<file path="src/rtl/ir_transmit_if.sv">
// ----------------------------------------------------------------------------
// ir_transmit_if
// Bundles the request and line signals of the IR transmitter.
//   send      : request to transmit (driven by master)
//   code[2:0] : button code, MSB first (driven by master)
//   irda_txd  : IR line, idle high (driven by slave)
//   busy      : frame in progress (driven by slave)
//   done      : one-cycle pulse at frame completion (driven by slave)
//   err       : one-cycle pulse on a request with an invalid code (driven by slave)
// ----------------------------------------------------------------------------
interface ir_transmit_if;
    logic       send;
    logic [2:0] code;
    logic       irda_txd;
    logic       busy;
    logic       done;
    logic       err;

    modport master (
        output send,
        output code,
        input  irda_txd,
        input  busy,
        input  done,
        input  err
    );

    modport slave (
        input  send,
        input  code,
        output irda_txd,
        output busy,
        output done,
        output err
    );
endinterface

</file>
<file path="src/rtl/ir_transmit.sv">
// ----------------------------------------------------------------------------
// ir_transmit
// Sends a 3-bit button code as a fixed 320-cycle IR frame:
//   start low pulse, high gap, three data windows (code[2], code[1], code[0]),
//   trailing high guard. The line idles high.
// Ports:
//   clk_pll : system clock, rising edge
//   reset   : synchronous, active-high reset
//   ir      : ir_transmit_if.slave (send/code in, irda_txd/busy/done/err out)
// All outputs are registered.
// ----------------------------------------------------------------------------
module ir_transmit #(
    parameter logic [8:0] T_GAP  = 9'h040,
    parameter logic [8:0] T_B2   = 9'h0A0,
    parameter logic [8:0] T_B1   = 9'h0D8,
    parameter logic [8:0] T_B0   = 9'h0F4,
    parameter logic [8:0] T_STOP = 9'h120,
    parameter logic [8:0] T_END  = 9'h13F
) (
    input  logic         clk_pll,
    input  logic         reset,
    ir_transmit_if.slave ir
);

    localparam logic [2:0] S_IDLE  = 3'd0;
    localparam logic [2:0] S_START = 3'd1;
    localparam logic [2:0] S_GAP   = 3'd2;
    localparam logic [2:0] S_BIT2  = 3'd3;
    localparam logic [2:0] S_BIT1  = 3'd4;
    localparam logic [2:0] S_BIT0  = 3'd5;
    localparam logic [2:0] S_STOP  = 3'd6;

    logic [2:0] state_q, state_d;
    logic [8:0] cnt_q, cnt_d;
    logic [2:0] code_q, code_d;
    logic       txd_q, txd_d;
    logic       busy_q, busy_d;
    logic       done_q, done_d;
    logic       err_q, err_d;

    logic [8:0] cnt_inc_s;
    logic [2:0] win_s;

    // Only five of the eight code values map to buttons.
    function automatic logic code_valid(input logic [2:0] c);
        logic v;
        case (c)
            3'b100, 3'b011, 3'b110, 3'b010, 3'b001: v = 1'b1;
            default:                                v = 1'b0;
        endcase
        return v;
    endfunction

    // Frame window that owns a given counter value.
    function automatic logic [2:0] window_of(input logic [8:0] c);
        logic [2:0] w;
        if (c < T_GAP) begin
            w = S_START;
        end else if (c < T_B2) begin
            w = S_GAP;
        end else if (c < T_B1) begin
            w = S_BIT2;
        end else if (c < T_B0) begin
            w = S_BIT1;
        end else if (c < T_STOP) begin
            w = S_BIT0;
        end else begin
            w = S_STOP;
        end
        return w;
    endfunction

    // Line level driven while in a given window.
    function automatic logic line_level(input logic [2:0] st, input logic [2:0] c);
        logic l;
        case (st)
            S_START: l = 1'b0;
            S_BIT2:  l = c[2];
            S_BIT1:  l = c[1];
            S_BIT0:  l = c[0];
            default: l = 1'b1;
        endcase
        return l;
    endfunction

    // Window lookup uses the incremented count so the state and the line
    // change on the same edge the counter enters a new window.
    assign cnt_inc_s = cnt_q + 9'd1;
    assign win_s     = window_of(cnt_inc_s);

    // Next-state logic: request acceptance, frame sequencing, completion.
    always_comb begin
        state_d = state_q;
        cnt_d   = cnt_q;
        code_d  = code_q;
        txd_d   = 1'b1;
        busy_d  = 1'b0;
        done_d  = 1'b0;
        err_d   = 1'b0;
        case (state_q)
            S_IDLE: begin
                if (ir.send) begin
                    if (code_valid(ir.code)) begin
                        code_d  = ir.code;
                        cnt_d   = 9'd0;
                        state_d = S_START;
                        txd_d   = 1'b0;
                        busy_d  = 1'b1;
                    end else begin
                        err_d = 1'b1;
                    end
                end else begin
                    state_d = S_IDLE;
                end
            end
            S_START, S_GAP, S_BIT2, S_BIT1, S_BIT0, S_STOP: begin
                if (cnt_q == T_END) begin
                    state_d = S_IDLE;
                    cnt_d   = 9'd0;
                    done_d  = 1'b1;
                end else begin
                    cnt_d   = cnt_inc_s;
                    state_d = win_s;
                    txd_d   = line_level(win_s, code_q);
                    busy_d  = 1'b1;
                end
            end
            default: begin
                // Unreachable encodings fall back to a quiet idle line.
                state_d = S_IDLE;
                cnt_d   = 9'd0;
            end
        endcase
    end

    // State and output registers with synchronous reset.
    always_ff @(posedge clk_pll) begin
        if (reset) begin
            state_q <= S_IDLE;
            cnt_q   <= 9'd0;
            code_q  <= 3'b000;
            txd_q   <= 1'b1;
            busy_q  <= 1'b0;
            done_q  <= 1'b0;
            err_q   <= 1'b0;
        end else begin
            state_q <= state_d;
            cnt_q   <= cnt_d;
            code_q  <= code_d;
            txd_q   <= txd_d;
            busy_q  <= busy_d;
            done_q  <= done_d;
            err_q   <= err_d;
        end
    end

    assign ir.irda_txd = txd_q;
    assign ir.busy     = busy_q;
    assign ir.done     = done_q;
    assign ir.err      = err_q;

endmodule

</file>
<file path="src/flat_wrapper.sv">
// flat-port wrapper written by rule: the top's interface ports become plain ports
module ir_transmit_flat 
#(
    parameter logic [8:0] T_GAP  = 9'h040,
    parameter logic [8:0] T_B2   = 9'h0A0,
    parameter logic [8:0] T_B1   = 9'h0D8,
    parameter logic [8:0] T_B0   = 9'h0F4,
    parameter logic [8:0] T_STOP = 9'h120,
    parameter logic [8:0] T_END  = 9'h13F
)
  (clk_pll, reset, ir_send, ir_code, ir_irda_txd, ir_busy, ir_done, ir_err);
  ir_transmit_if ir_i ();
  input  logic clk_pll;
  input  logic reset;
  input wire logic [$bits(ir_i.send)-1:0] ir_send;
  input wire logic [$bits(ir_i.code)-1:0] ir_code;
  output wire logic [$bits(ir_i.irda_txd)-1:0] ir_irda_txd;
  output wire logic [$bits(ir_i.busy)-1:0] ir_busy;
  output wire logic [$bits(ir_i.done)-1:0] ir_done;
  output wire logic [$bits(ir_i.err)-1:0] ir_err;
  assign ir_i.send = ir_send;
  assign ir_i.code = ir_code;
  assign ir_irda_txd = ir_i.irda_txd;
  assign ir_busy = ir_i.busy;
  assign ir_done = ir_i.done;
  assign ir_err = ir_i.err;
  ir_transmit #(.T_GAP(T_GAP), .T_B2(T_B2), .T_B1(T_B1), .T_B0(T_B0), .T_STOP(T_STOP), .T_END(T_END)) u_core (.clk_pll(clk_pll), .reset(reset), .ir(ir_i));
endmodule
</file>
<file path="config.mk">
export PLATFORM = sky130hd
export DESIGN_NAME = ir_transmit_flat
export DESIGN_NICKNAME = d
export VERILOG_FILES = /design/src/rtl/ir_transmit_if.sv /design/src/rtl/ir_transmit.sv /design/src/flat_wrapper.sv
export SDC_FILE = /design/constraint.sdc
export NUM_CORES = 1
export LEC_CHECK = 0
export ABC_AREA = 1
export CAP_MARGIN = 20
export CORE_MARGIN = 5
export CORE_UTILIZATION = 40
export DETAILED_ROUTE_END_ITERATION = 12
export PLACE_DENSITY = 0.68
export SLEW_MARGIN = 20
export SYNTH_ARGS = -nofsm -noshare
export SYNTH_HDL_FRONTEND = slang
export SYNTH_SLANG_ARGS = --single-unit
</file>
<file path="constraint.sdc">
create_clock -name clk_pll -period 3.8 [get_ports clk_pll]
set_input_delay 0.57 -clock clk_pll [delete_from_list [all_inputs] [get_ports clk_pll]]
set_output_delay 0.57 -clock clk_pll [all_outputs]
set_load 0.1 [all_outputs]
</file>
==> results of run 1 <==
[power breakdown]
part | total (W) | internal (W) | switching [W]
Sequential | 0.000210 | 0.000207 | 0.00000328
Clock | 0.000100 | 0.0000409 | 0.0000592
Combinational | 0.0000580 | 0.0000170 | 0.0000410
Total | 0.000368 | 0.000264 | 0.000103
[worst reg2reg max path, stage by stage, from the launching register on]
cell and delay, ps:
sky130_fd_sc_hd__dfxtp_1 400, sky130_fd_sc_hd__ha_1 220, sky130_fd_sc_hd__nand2_1 100, sky130_fd_sc_hd__nor2_2 110, sky130_fd_sc_hd__nand2_1 100, sky130_fd_sc_hd__nand2_2 80
sky130_fd_sc_hd__nand2_4 70, sky130_fd_sc_hd__nor2_4 100, sky130_fd_sc_hd__nand2_2 70, sky130_fd_sc_hd__nand2_2 80, sky130_fd_sc_hd__nand2_2 50, sky130_fd_sc_hd__nand3_1 60
sky130_fd_sc_hd__nand2_1 50, sky130_fd_sc_hd__clkinv_1 40, sky130_fd_sc_hd__nand2_1 60, sky130_fd_sc_hd__nand2_1 60, sky130_fd_sc_hd__nand2_1 50
[cell type report]
cell class	instances	area (sq um)	share of cell area, %
timing repair buffer	9	90.1	7.12
sequential	19	380	30.1
tap	31	38.8	3.07
inverter	22	82.6	6.53
clock buffer	4	26.3	2.08
multi-input combinational	127	647	51.1
[per-layer routing]
layer | part of all wire, % | vias up
met5 | 0 | -
met4 | 1.8 | 0
met3 | 3.8 | 5
met2 | 49 | 19
met1 | 45 | 471
li1 | - | 566
[stage by stage]
step / hold WS, ps / setup slack (ps)
finish: 470 / 1460
CTS: 474 / 1440
global placement: 463 / 1640
floorplan: 429 / 2220
global route: 509 / 1420
detailed placement: 459 / 1600
[state kept, by name (all words and copies together) (netlist names)]
name	flops
u_core.ir.err	1
u_core.state_q	3
u_core.cnt_q	9
u_core.ir.busy	1
u_core.ir.irda_txd	1
u_core.code_q	3
u_core.ir.done	1
[cell families (layout without fill, tap and decap cells)]
| family | Yosys count | after routing | share of synthesized area [%] |
|---|---|---|---|
| xor+xnor | 1 | 1 | 0.787 |
| flops | 19 | 19 | 34.2 |
| simple gates | 105 | 105 | 45.3 |
| fa+ha+maj | 1 | 1 | 1.12 |
| buf+inv | 23 | 35 | 7.75 |
| compound gates | 20 | 20 | 10.9 |
[layout by cell type, fill, tap and decap left out, types with 4 or more instances in the layout]
master / count
sky130_fd_sc_hd__nand2_1: 54
sky130_fd_sc_hd__inv_1: 19
sky130_fd_sc_hd__dfxtp_1: 19
sky130_fd_sc_hd__nor2_1: 13
sky130_fd_sc_hd__nand3_1: 13
sky130_fd_sc_hd__nand2_2: 11
sky130_fd_sc_hd__a21oi_1: 10
sky130_fd_sc_hd__clkdlybuf4s50_1: 9
sky130_fd_sc_hd__o21ai_0: 4
[worst max-delay path by stage]
stage	startpoint	endpoint	slack, ps	cells past startpoint
final	u_core.ir.err	ir_err	1460	1
after global routing	u_core.ir.irda_txd	ir_irda_txd	1420	1
after CTS	u_core.ir.err	ir_err	1440	1
after detailed placement	ir_code[2]	u_core.code_q[2]	1600	9
after global placement	ir_code[2]	u_core.code_q[2]	1640	9
after floorplan	u_core.cnt_q[1]	u_core.state_q[0]	2220	14
==> run_summary.xml, run 1 <==
<?xml version="1.0" encoding="UTF-8"?>
<metrics>
  <group name="synthesis">
    <metric name="post_synth_inst_count" unit="">169</metric>
    <metric name="synth_top_area_cell" unit="">sky130_fd_sc_hd__dfxtp_1</metric>
    <metric name="syn_avg_cell_area" unit="sq um">6.59</metric>
    <metric name="synth_sequential_area_ratio" unit="%">34.2</metric>
    <metric name="dominantRegCellSynth" unit="">sky130_fd_sc_hd__dfxtp_1</metric>
    <metric name="synth.distinct_cells" unit="">25</metric>
    <metric name="ys_ff_latch" unit="">19</metric>
    <metric name="post-synth-top-area-fraction" unit="%">34.2</metric>
    <metric name="netlist_top_cells_count" unit="">sky130_fd_sc_hd__nand2_1, sky130_fd_sc_hd__dfxtp_1, sky130_fd_sc_hd__inv_1</metric>
    <metric name="yosys.cell_count.top_type" unit="">sky130_fd_sc_hd__nand2_1</metric>
    <metric name="netlist_area" unit="sq mm">0.00111</metric>
    <metric name="synthArstFlopShare" unit="%">0</metric>
    <metric name="syn-num-nets" unit="">176</metric>
    <metric name="synth_enable_flop_cells" unit="">0</metric>
    <metric name="synthesis.yosys.warnings" unit="">0</metric>
    <metric name="synth_area_leaders" unit="">sky130_fd_sc_hd__dfxtp_1, sky130_fd_sc_hd__nand2_1, sky130_fd_sc_hd__inv_1, sky130_fd_sc_hd__nand2_2, sky130_fd_sc_hd__nand3_1</metric>
  </group>
  <group name="global_routing">
    <metric name="groute.layer.met1.usage" unit="%">16.6</metric>
    <metric name="first_global_vias" unit="">1052</metric>
    <metric name="grt_pass1_wl" unit="microns">4400</metric>
    <metric name="antenna_violations_before_repair" unit="">0</metric>
    <metric name="pin_count_of_the_biggest_net_entering_global_routing" unit="">12</metric>
    <metric name="globalRoute.busiestLayer" unit="">met2</metric>
    <metric name="groute.layer.met2.usage" unit="%">22.2</metric>
    <metric name="groute.layer.met3.usage" unit="%">2.16</metric>
    <metric name="combined_global_route_utilization_of_all_metal_layers" unit="%">13.4</metric>
    <metric name="grt.overflow.total" unit="">0</metric>
  </group>
  <group name="detailed_routing">
    <metric name="detail-route-antenna-nets" unit="">0</metric>
    <metric name="via_per_inst" unit="">5.00</metric>
    <metric name="remaining_drc_errors" unit="">0</metric>
    <metric name="vias" unit="">1061</metric>
    <metric name="routedWlPerCell" unit="microns">11.0</metric>
    <metric name="drt_iter0_markers" unit="">21</metric>
    <metric name="totalWireLength" unit="microns">2330</metric>
    <metric name="dr.pass1.iters" unit="">4</metric>
  </group>
  <group name="die">
    <metric name="row_count" unit="">19</metric>
    <metric name="core_region_area" unit="sq mm">0.00271</metric>
    <metric name="floorplan.initialDensity" unit="%">41.1</metric>
    <metric name="io_pins" unit="">10</metric>
    <metric name="chipHeight" unit="microns">62.8</metric>
    <metric name="die_area" unit="sq mm">0.00394</metric>
    <metric name="chipWidth" unit="microns">62.8</metric>
  </group>
  <group name="clocking">
    <metric name="clock_insertion_delay_worst_skew" unit="ps">300</metric>
    <metric name="cts_tree" unit="">done</metric>
    <metric name="cts_sinks" unit="">19</metric>
    <metric name="clock_tree.buffer_depth" unit="">2</metric>
    <metric name="path_clk_slew" unit="ps">100</metric>
    <metric name="numCtsBuffers" unit="">3</metric>
    <metric name="holdBufCountCts" unit="">0</metric>
    <metric name="cts.repair_timing.setup_buffer_count" unit="">0</metric>
    <metric name="clk_root_buffer_cell" unit="">sky130_fd_sc_hd__clkbuf_4</metric>
    <metric name="h-tree-depth" unit="">1</metric>
    <metric name="cts_resized" unit="">0</metric>
  </group>
  <group name="layout">
    <metric name="antenna-diode-count" unit="">0</metric>
    <metric name="finish.instance_area" unit="sq mm">0.00126</metric>
    <metric name="fill_cells" unit="">293</metric>
    <metric name="fin_util" unit="%">46.7</metric>
    <metric name="area_delta_synth_final" unit="%">13.6</metric>
    <metric name="final_cell_count_no_fill" unit="">212</metric>
    <metric name="nNetsFinal" unit="">189</metric>
    <metric name="final_layout_size_suffix_gt1_share" unit="%">14.9</metric>
  </group>
  <group name="placement">
    <metric name="buffer_ports.inserted" unit="">9</metric>
    <metric name="post_dp_cell_area" unit="sq mm">0.00124</metric>
    <metric name="gpl.final_weighted_congestion" unit="">0.867</metric>
    <metric name="dp_hpwl" unit="microns">1950</metric>
    <metric name="placedCellCount" unit="">208</metric>
  </group>
  <group name="sta">
    <metric name="setup_total_negative_slack" unit="ps">0</metric>
    <metric name="setup_repair_after_global_routing_missed_its_margin" unit="">false</metric>
    <metric name="finalClockSkew" unit="ps">5.23</metric>
    <metric name="post-route-min-period" unit="ps">2340</metric>
    <metric name="fmaxAchievable" unit="MHz">428</metric>
    <metric name="report.final.setup_viol" unit="">0</metric>
    <metric name="timing.final.crit_share" unit="%">61.5</metric>
    <metric name="slew-limit-headroom" unit="%">34.7</metric>
    <metric name="timing_worst_slew_pin_value" unit="ps">977</metric>
    <metric name="final-hold-violation-count" unit="">0</metric>
    <metric name="final-max-slew-violation-count" unit="">0</metric>
  </group>
  <group name="critical_path">
    <metric name="critical_path_buffer_and_inverter_count" unit="">1</metric>
    <metric name="worstSetupEndpointType" unit="">output pin</metric>
    <metric name="crit_fanout" unit="">1</metric>
    <metric name="critical_path_arrival" unit="ps">1770</metric>
    <metric name="cp.required" unit="ps">3230</metric>
    <metric name="worst-r2r-cell-count" unit="">16</metric>
    <metric name="crit_slowest_cell" unit="">sky130_fd_sc_hd__clkdlybuf4s50_1</metric>
    <metric name="path_cells" unit="">clkdlybuf4s50_1</metric>
    <metric name="r2r-start" unit="">u_core.cnt_q[1]</metric>
    <metric name="worst_path_dominant_cell_family" unit="">buffers and inverters</metric>
    <metric name="r2r_end" unit="">u_core.ir.irda_txd</metric>
    <metric name="regToRegSetupSlack" unit="ps">1980</metric>
    <metric name="crit_path_start_kind" unit="">flop</metric>
    <metric name="cpPeakStageDelay" unit="ps">1130</metric>
    <metric name="path_class" unit="">flop to output pin</metric>
  </group>
  <group name="worst_hold_path">
    <metric name="holdPathEnd" unit="">u_core.code_q[1]</metric>
    <metric name="worstHoldPathType" unit="">flop to flop</metric>
    <metric name="min_from" unit="">u_core.code_q[1]</metric>
    <metric name="holdPathStages" unit="">2</metric>
  </group>
  <group name="power">
    <metric name="p_leak" unit="nW">0.567</metric>
    <metric name="worst_ir_drop_vdd" unit="uV">225</metric>
    <metric name="power_per_cell_area" unit="mW/mm^2">291</metric>
    <metric name="p_total" unit="W">0.000368</metric>
  </group>
  <group name="flow_run">
    <metric name="drv_cap" unit="">0</metric>
  </group>
  <group name="run_status">
    <metric name="run_status" unit="">finished, final reports clean</metric>
  </group>
</metrics>
Note: power is estimated with default switching activity, not from simulation.
==> inputs of run 2 (changes only) <==
==> constraint.sdc (replaced) <==
create_clock -name clk_pll -period 2.4 [get_ports clk_pll]
set_input_delay 0.36 -clock clk_pll [delete_from_list [all_inputs] [get_ports clk_pll]]
set_output_delay 0.36 -clock clk_pll [all_outputs]
set_load 0.1 [all_outputs]
==> run 2 against run 1 <==
Net effect:
- clock power increased by 59%
- cell count grew 0.47%
- total power increased by 59%
- routed wire length rose by 1.8%
- non-clock buffer count is 1 higher
- first-iteration DRC count up 4.8%
- die area unchanged
- combinational power grew 58%
- critical path depth increased by 13
- final area down 0.20%
- critical path type is now flop to flop
- largest cell class unchanged
- largest power group unchanged
==> run_summary.xml, run 2 (synthesis results as in run 1) <==
<?xml version="1.0" encoding="UTF-8"?>
<metrics>
  <group name="global_routing">
    <metric name="grt.overflow.total" unit="">0</metric>
    <metric name="pin_count_of_the_biggest_net_entering_global_routing" unit="">11</metric>
    <metric name="first_global_vias" unit="">1002</metric>
    <metric name="grt_pass1_wl" unit="microns">4260</metric>
    <metric name="antenna_violations_before_repair" unit="">0</metric>
    <metric name="combined_global_route_utilization_of_all_metal_layers" unit="%">12.8</metric>
  </group>
  <group name="layout">
    <metric name="final_cell_count_no_fill" unit="">213</metric>
    <metric name="nNetsFinal" unit="">190</metric>
    <metric name="seq_area" unit="sq um">380</metric>
    <metric name="leading_cell_type_in_the_layout_fill_and_taps_excluded" unit="">sky130_fd_sc_hd__nand2_1</metric>
    <metric name="largest_registers" unit="">u_core.cnt_q (9), u_core.code_q (3), u_core.state_q (3)</metric>
    <metric name="layout.cells.most_common_list" unit="">sky130_fd_sc_hd__nand2_1, sky130_fd_sc_hd__inv_1, sky130_fd_sc_hd__dfxtp_1, sky130_fd_sc_hd__nor2_1, sky130_fd_sc_hd__nand3_1</metric>
    <metric name="multiInputGateArea" unit="sq um">647</metric>
    <metric name="fill_cells" unit="">296</metric>
    <metric name="finish.instance_area" unit="sq mm">0.00126</metric>
    <metric name="area_delta_synth_final" unit="%">13.4</metric>
    <metric name="largest_reg_by_ff_count" unit="">u_core.cnt_q</metric>
    <metric name="largest_register_ff_count" unit="">9</metric>
    <metric name="final_layout_size_suffix_gt1_share" unit="%">17.6</metric>
    <metric name="antenna-diode-count" unit="">0</metric>
  </group>
  <group name="sta">
    <metric name="fmaxAchievable" unit="MHz">550</metric>
    <metric name="post-route-min-period" unit="ps">1820</metric>
    <metric name="holdWs" unit="ps">469</metric>
    <metric name="final-hold-violation-count" unit="">0</metric>
    <metric name="setup_total_negative_slack" unit="ps">0</metric>
    <metric name="timing.final.crit_share" unit="%">75.8</metric>
    <metric name="slew-limit-headroom" unit="%">75.9</metric>
    <metric name="report.final.setup_viol" unit="">0</metric>
    <metric name="setup_repair_after_global_routing_missed_its_margin" unit="">false</metric>
    <metric name="final-max-slew-violation-count" unit="">0</metric>
    <metric name="finalClockSkew" unit="ps">2.04</metric>
    <metric name="timing_worst_slew_pin_value" unit="ps">359</metric>
  </group>
  <group name="worst_hold_path">
    <metric name="worstHoldPathType" unit="">flop to flop</metric>
    <metric name="holdPathStages" unit="">2</metric>
  </group>
  <group name="clocking">
    <metric name="clock_tree.buffer_depth" unit="">2</metric>
    <metric name="cts_resized" unit="">0</metric>
    <metric name="clk_root_buffer_cell" unit="">sky130_fd_sc_hd__clkbuf_4</metric>
    <metric name="cts.repair_timing.setup_buffer_count" unit="">0</metric>
    <metric name="holdBufCountCts" unit="">0</metric>
    <metric name="h-tree-depth" unit="">1</metric>
    <metric name="cts_sinks" unit="">19</metric>
    <metric name="path_clk_slew" unit="ps">100</metric>
    <metric name="numCtsBuffers" unit="">3</metric>
    <metric name="cts_tree" unit="">done</metric>
    <metric name="clock_insertion_delay_worst_skew" unit="ps">300</metric>
  </group>
  <group name="power">
    <metric name="power_per_cell_area" unit="mW/mm^2">462</metric>
    <metric name="p_leak" unit="nW">0.577</metric>
    <metric name="worst_ir_drop_vdd" unit="uV">413</metric>
  </group>
  <group name="die">
    <metric name="die_area" unit="sq mm">0.00394</metric>
    <metric name="core_region_area" unit="sq mm">0.00271</metric>
    <metric name="floorplan.initialDensity" unit="%">41.1</metric>
    <metric name="row_count" unit="">19</metric>
    <metric name="io_pins" unit="">10</metric>
    <metric name="chipHeight" unit="microns">62.8</metric>
    <metric name="chipWidth" unit="microns">62.8</metric>
  </group>
  <group name="critical_path">
    <metric name="crit_fanout" unit="">5</metric>
    <metric name="regToRegSetupSlack" unit="ps">580</metric>
    <metric name="critical_path_arrival" unit="ps">2020</metric>
    <metric name="path_class" unit="">flop to flop</metric>
    <metric name="crit_path_start_kind" unit="">flop</metric>
    <metric name="cp.required" unit="ps">2600</metric>
    <metric name="worstSetupEndpointType" unit="">flop</metric>
    <metric name="worst-r2r-cell-count" unit="">14</metric>
  </group>
  <group name="detailed_routing">
    <metric name="detail-route-antenna-nets" unit="">0</metric>
    <metric name="drt_iter0_markers" unit="">22</metric>
    <metric name="routedWlPerCell" unit="microns">11.1</metric>
    <metric name="via_per_inst" unit="">4.98</metric>
    <metric name="vias" unit="">1060</metric>
    <metric name="remaining_drc_errors" unit="">0</metric>
    <metric name="dr.pass1.iters" unit="">4</metric>
    <metric name="totalWireLength" unit="microns">2370</metric>
  </group>
  <group name="placement">
    <metric name="buffer_ports.inserted" unit="">9</metric>
    <metric name="dp_hpwl" unit="microns">1940</metric>
    <metric name="gpl.final_weighted_congestion" unit="">0.839</metric>
    <metric name="post_dp_cell_area" unit="sq mm">0.00124</metric>
    <metric name="placedCellCount" unit="">209</metric>
  </group>
  <group name="flow_run">
    <metric name="drv_cap" unit="">0</metric>
  </group>
  <group name="run_status">
    <metric name="run_status" unit="">finished, final reports clean</metric>
  </group>
</metrics>
## run 2: worst paths after layout
kind,start,endpoint
hold reg to reg,u_core.code_q[1],u_core.code_q[1]
setup / recovery,u_core.cnt_q[1],u_core.state_q[0]
hold / removal,u_core.code_q[1],u_core.code_q[1]
setup reg to reg,u_core.cnt_q[1],u_core.state_q[0]
## run 2: final cells by class
cell class,instances,area share [%]
repair buffers,10,6.94
multi-input cells,127,51.2
well taps,31,3.07
inverters,22,6.54
clock buffers,4,2.08
flip-flops and latches,19,30.1
## run 2: layer usage
layer	GRT usage, %	wire, microns	vias to the layer above
li1	-	-	565
met1	16.0	1080	470
met2	22.0	1150	20
met3	1.44	83	5
met4	5.57	44	0
met5	0	0	-
## run 2: through the flow
step | setup WS, ps | power, W | util (%)
finish | 581 | 0.000583 | 46.6
global route | 365 | 0.000616 | 46.6
CTS | 585 | 0.000586 | 46.6
detailed placement | 442 | 0.000431 | 45.6
global placement | 442 | 0.000430 | 45.6
floorplan | 824 | 0.000404 | -
## run 2: power by group
group          internal, W  switching [W]  total [W]
combinational    0.0000268      0.0000649  0.0000917
sequential        0.000327     0.00000540   0.000332
clock            0.0000648      0.0000944   0.000159
total             0.000419       0.000165   0.000583
## run 2: worst max-delay path, stage by stage, from the launching register on
cell                      delay [ps]
sky130_fd_sc_hd__dfxtp_1         400
sky130_fd_sc_hd__ha_1            230
sky130_fd_sc_hd__nand2_1         100
sky130_fd_sc_hd__nor2_2          120
sky130_fd_sc_hd__nand2_1          90
sky130_fd_sc_hd__nand2_2          80
sky130_fd_sc_hd__nand2_4          70
sky130_fd_sc_hd__nor2_4          100
sky130_fd_sc_hd__nand2_2          70
sky130_fd_sc_hd__nand2_2          80
sky130_fd_sc_hd__nand2_1          60
sky130_fd_sc_hd__nand2_1          70
sky130_fd_sc_hd__nand2_1          60
sky130_fd_sc_hd__a21oi_1         140
sky130_fd_sc_hd__nor2_1           50
==> inputs of run 3 (changes only) <==
==> constraint.sdc (replaced) <==
create_clock -name clk_pll -period 1.8 [get_ports clk_pll]
set_input_delay 0.27 -clock clk_pll [delete_from_list [all_inputs] [get_ports clk_pll]]
set_output_delay 0.27 -clock clk_pll [all_outputs]
set_load 0.1 [all_outputs]
==> run 3 against run 2 <==
Net effect:
- sequential cell count unchanged
- combinational power up 47%
- highest routed layer unchanged
- largest cell class unchanged
- first-iteration DRC count unchanged
- non-clock buffer count up 4
==> run_summary.xml, run 3 (synthesis results as in run 1) <==
<?xml version="1.0" encoding="UTF-8"?>
<metrics>
  <group name="clocking">
    <metric name="numCtsBuffers" unit="">3</metric>
    <metric name="clk_root_buffer_cell" unit="">sky130_fd_sc_hd__clkbuf_4</metric>
    <metric name="cts_resized" unit="">0</metric>
    <metric name="h-tree-depth" unit="">1</metric>
    <metric name="cts_sinks" unit="">19</metric>
    <metric name="clock_insertion_delay_worst_skew" unit="ps">310</metric>
    <metric name="cts_tree" unit="">done</metric>
    <metric name="path_clk_slew" unit="ps">110</metric>
    <metric name="holdBufCountCts" unit="">0</metric>
    <metric name="cts.repair_timing.setup_buffer_count" unit="">0</metric>
    <metric name="clock_tree.buffer_depth" unit="">2</metric>
  </group>
  <group name="layout">
    <metric name="largest_register_ff_count" unit="">9</metric>
    <metric name="leading_cell_type_in_the_layout_fill_and_taps_excluded" unit="">sky130_fd_sc_hd__nand2_1</metric>
    <metric name="nNetsFinal" unit="">194</metric>
    <metric name="largest_registers" unit="">u_core.cnt_q (9), u_core.code_q (3), u_core.state_q (3)</metric>
    <metric name="fin_util" unit="%">49.7</metric>
    <metric name="antenna-diode-count" unit="">0</metric>
    <metric name="area_delta_synth_final" unit="%">20.9</metric>
    <metric name="largest_reg_by_ff_count" unit="">u_core.cnt_q</metric>
    <metric name="layout.cells.most_common_list" unit="">sky130_fd_sc_hd__nand2_1, sky130_fd_sc_hd__inv_1, sky130_fd_sc_hd__nand2_2, sky130_fd_sc_hd__dfxtp_1, sky130_fd_sc_hd__nor2_1</metric>
    <metric name="final_layout_size_suffix_gt1_share" unit="%">27.4</metric>
  </group>
  <group name="worst_hold_path">
    <metric name="holdPathStages" unit="">2</metric>
    <metric name="min_from" unit="">u_core.code_q[1]</metric>
    <metric name="worstHoldPathType" unit="">flop to flop</metric>
    <metric name="holdPathEnd" unit="">u_core.code_q[1]</metric>
  </group>
  <group name="detailed_routing">
    <metric name="via_per_inst" unit="">5.07</metric>
    <metric name="topRoutingLayerUsed" unit="">met4</metric>
    <metric name="met2_wire_length" unit="microns">1170</metric>
    <metric name="routedWlPerCell" unit="microns">11.3</metric>
    <metric name="totalWireLength" unit="microns">2450</metric>
    <metric name="wl_met1" unit="microns">1130</metric>
    <metric name="detail-route-antenna-nets" unit="">0</metric>
    <metric name="met3RoutedLength" unit="microns">106</metric>
    <metric name="dr.pass1.iters" unit="">4</metric>
    <metric name="remaining_drc_errors" unit="">0</metric>
    <metric name="drt_iter0_markers" unit="">22</metric>
    <metric name="vias" unit="">1101</metric>
  </group>
  <group name="power">
    <metric name="p_leak" unit="nW">0.607</metric>
    <metric name="worst_ir_drop_vdd" unit="uV">605</metric>
    <metric name="power_per_cell_area" unit="mW/mm^2">596</metric>
    <metric name="p_total" unit="W">0.000803</metric>
  </group>
  <group name="die">
    <metric name="core_region_area" unit="sq mm">0.00271</metric>
    <metric name="chipWidth" unit="microns">62.8</metric>
    <metric name="die_area" unit="sq mm">0.00394</metric>
    <metric name="row_count" unit="">19</metric>
    <metric name="io_pins" unit="">10</metric>
    <metric name="chipHeight" unit="microns">62.8</metric>
    <metric name="floorplan.initialDensity" unit="%">41.1</metric>
  </group>
  <group name="global_routing">
    <metric name="first_global_vias" unit="">1029</metric>
    <metric name="antenna_violations_before_repair" unit="">0</metric>
    <metric name="grt_pass1_wl" unit="microns">4090</metric>
    <metric name="combined_global_route_utilization_of_all_metal_layers" unit="%">12.6</metric>
    <metric name="pin_count_of_the_biggest_net_entering_global_routing" unit="">12</metric>
    <metric name="grt.overflow.total" unit="">0</metric>
  </group>
  <group name="sta">
    <metric name="fin_ws" unit="ps">126</metric>
    <metric name="report.final.setup_viol" unit="">0</metric>
    <metric name="final-max-slew-violation-count" unit="">0</metric>
    <metric name="slew-limit-headroom" unit="%">74.6</metric>
    <metric name="setup_total_negative_slack" unit="ps">0</metric>
    <metric name="timing.final.crit_share" unit="%">93.0</metric>
    <metric name="post-route-min-period" unit="ps">1670</metric>
    <metric name="final-hold-violation-count" unit="">0</metric>
    <metric name="fmaxAchievable" unit="MHz">597</metric>
    <metric name="finalClockSkew" unit="ps">3.11</metric>
    <metric name="timing_worst_slew_pin_value" unit="ps">379</metric>
    <metric name="holdWs" unit="ps">475</metric>
  </group>
  <group name="critical_path">
    <metric name="r2r-start" unit="">u_core.cnt_q[0]</metric>
    <metric name="path_class" unit="">flop to flop</metric>
    <metric name="cp.required" unit="ps">2010</metric>
    <metric name="crit_fanout" unit="">5</metric>
    <metric name="worst-r2r-cell-count" unit="">16</metric>
    <metric name="crit_path_start_kind" unit="">flop</metric>
    <metric name="regToRegSetupSlack" unit="ps">130</metric>
    <metric name="r2r_end" unit="">u_core.ir.irda_txd</metric>
    <metric name="critical_path_arrival" unit="ps">1890</metric>
    <metric name="crit_path_start" unit="">u_core.cnt_q[0]</metric>
    <metric name="worstSetupEndpointType" unit="">flop</metric>
  </group>
  <group name="placement">
    <metric name="gpl.final_weighted_congestion" unit="">0.842</metric>
    <metric name="pre_cts_slack" unit="ps">-41.0</metric>
    <metric name="dp_hpwl" unit="microns">1930</metric>
    <metric name="buffer_ports.inserted" unit="">9</metric>
  </group>
  <group name="flow_run">
    <metric name="drv_cap" unit="">0</metric>
  </group>
  <group name="run_status">
    <metric name="run_status" unit="">finished, final reports clean</metric>
  </group>
</metrics>
## run 3: changes by cell type in the layout (fill, tap and decap cells not counted), sizes merged
cell    delta
clkinv     +1
buf        +4
clkbuf     -1
## run 3: final cells by class
| type | instances | area (sq um) |
|---|---|---|
| Fill cell | 277 | 1360 |
| Timing Repair Buffer | 14 | 118 |
| Multi-Input combinational cell | 127 | 693 |
| Tap cell | 31 | 38.8 |
| Clock buffer | 3 | 22.5 |
| Inverter | 22 | 82.6 |
| Sequential cell | 19 | 387 |
| Clock inverter | 1 | 5.00 |
## run 3: metrics by stage
stage / std cells / cell area [sq um]
global placement: 213 / 1270
floorplan: 169 / 1110
finish: 217 / 1350
detailed placement: 213 / 1270
global route: 217 / 1350
CTS: 217 / 1290
## run 3: where the power goes
group          leakage, nW  internal, W  switching [W]
logic                0.432    0.0000436      0.0000910
clock network       0.0177    0.0000832       0.000140
registers            0.157     0.000437     0.00000821
total                0.607     0.000563       0.000239
## run 3: layer usage
| layer | global-route usage [%] | vias to the layer above |
|---|---|---|
| met5 | 0 | - |
| met4 | 5.84 | 0 |
| met3 | 2.16 | 5 |
| met2 | 21.5 | 25 |
| met1 | 15.1 | 497 |
| li1 | - | 574 |
## run 3: worst max path at each step
stage | to | slack [ps] | cells after the start
finish | u_core.ir.irda_txd | 130 | 16
global route | u_core.state_q[0] | -10 | 12
CTS | u_core.ir.irda_txd | 20 | 16
detailed placement | u_core.code_q[1] | -40 | 9
global placement | u_core.code_q[2] | 2 | 9
floorplan | u_core.state_q[0] | 220 | 14
## run 3: worst max-delay path: stages, from the launching register on
cell and delay [ps]:
sky130_fd_sc_hd__dfxtp_2 380, sky130_fd_sc_hd__ha_4 160, sky130_fd_sc_hd__nand2_2 80, sky130_fd_sc_hd__nor2_4 120
sky130_fd_sc_hd__nand2_2 60, sky130_fd_sc_hd__nand2_2 70, sky130_fd_sc_hd__nand2_4 70, sky130_fd_sc_hd__nor2_4 100
sky130_fd_sc_hd__nand2_2 70, sky130_fd_sc_hd__nand2_2 90, sky130_fd_sc_hd__nand2_2 50, sky130_fd_sc_hd__nand3_1 60
sky130_fd_sc_hd__nand2_1 60, sky130_fd_sc_hd__clkinv_1 40, sky130_fd_sc_hd__nand2_1 40, sky130_fd_sc_hd__nand2_1 60
sky130_fd_sc_hd__nand2_1 50
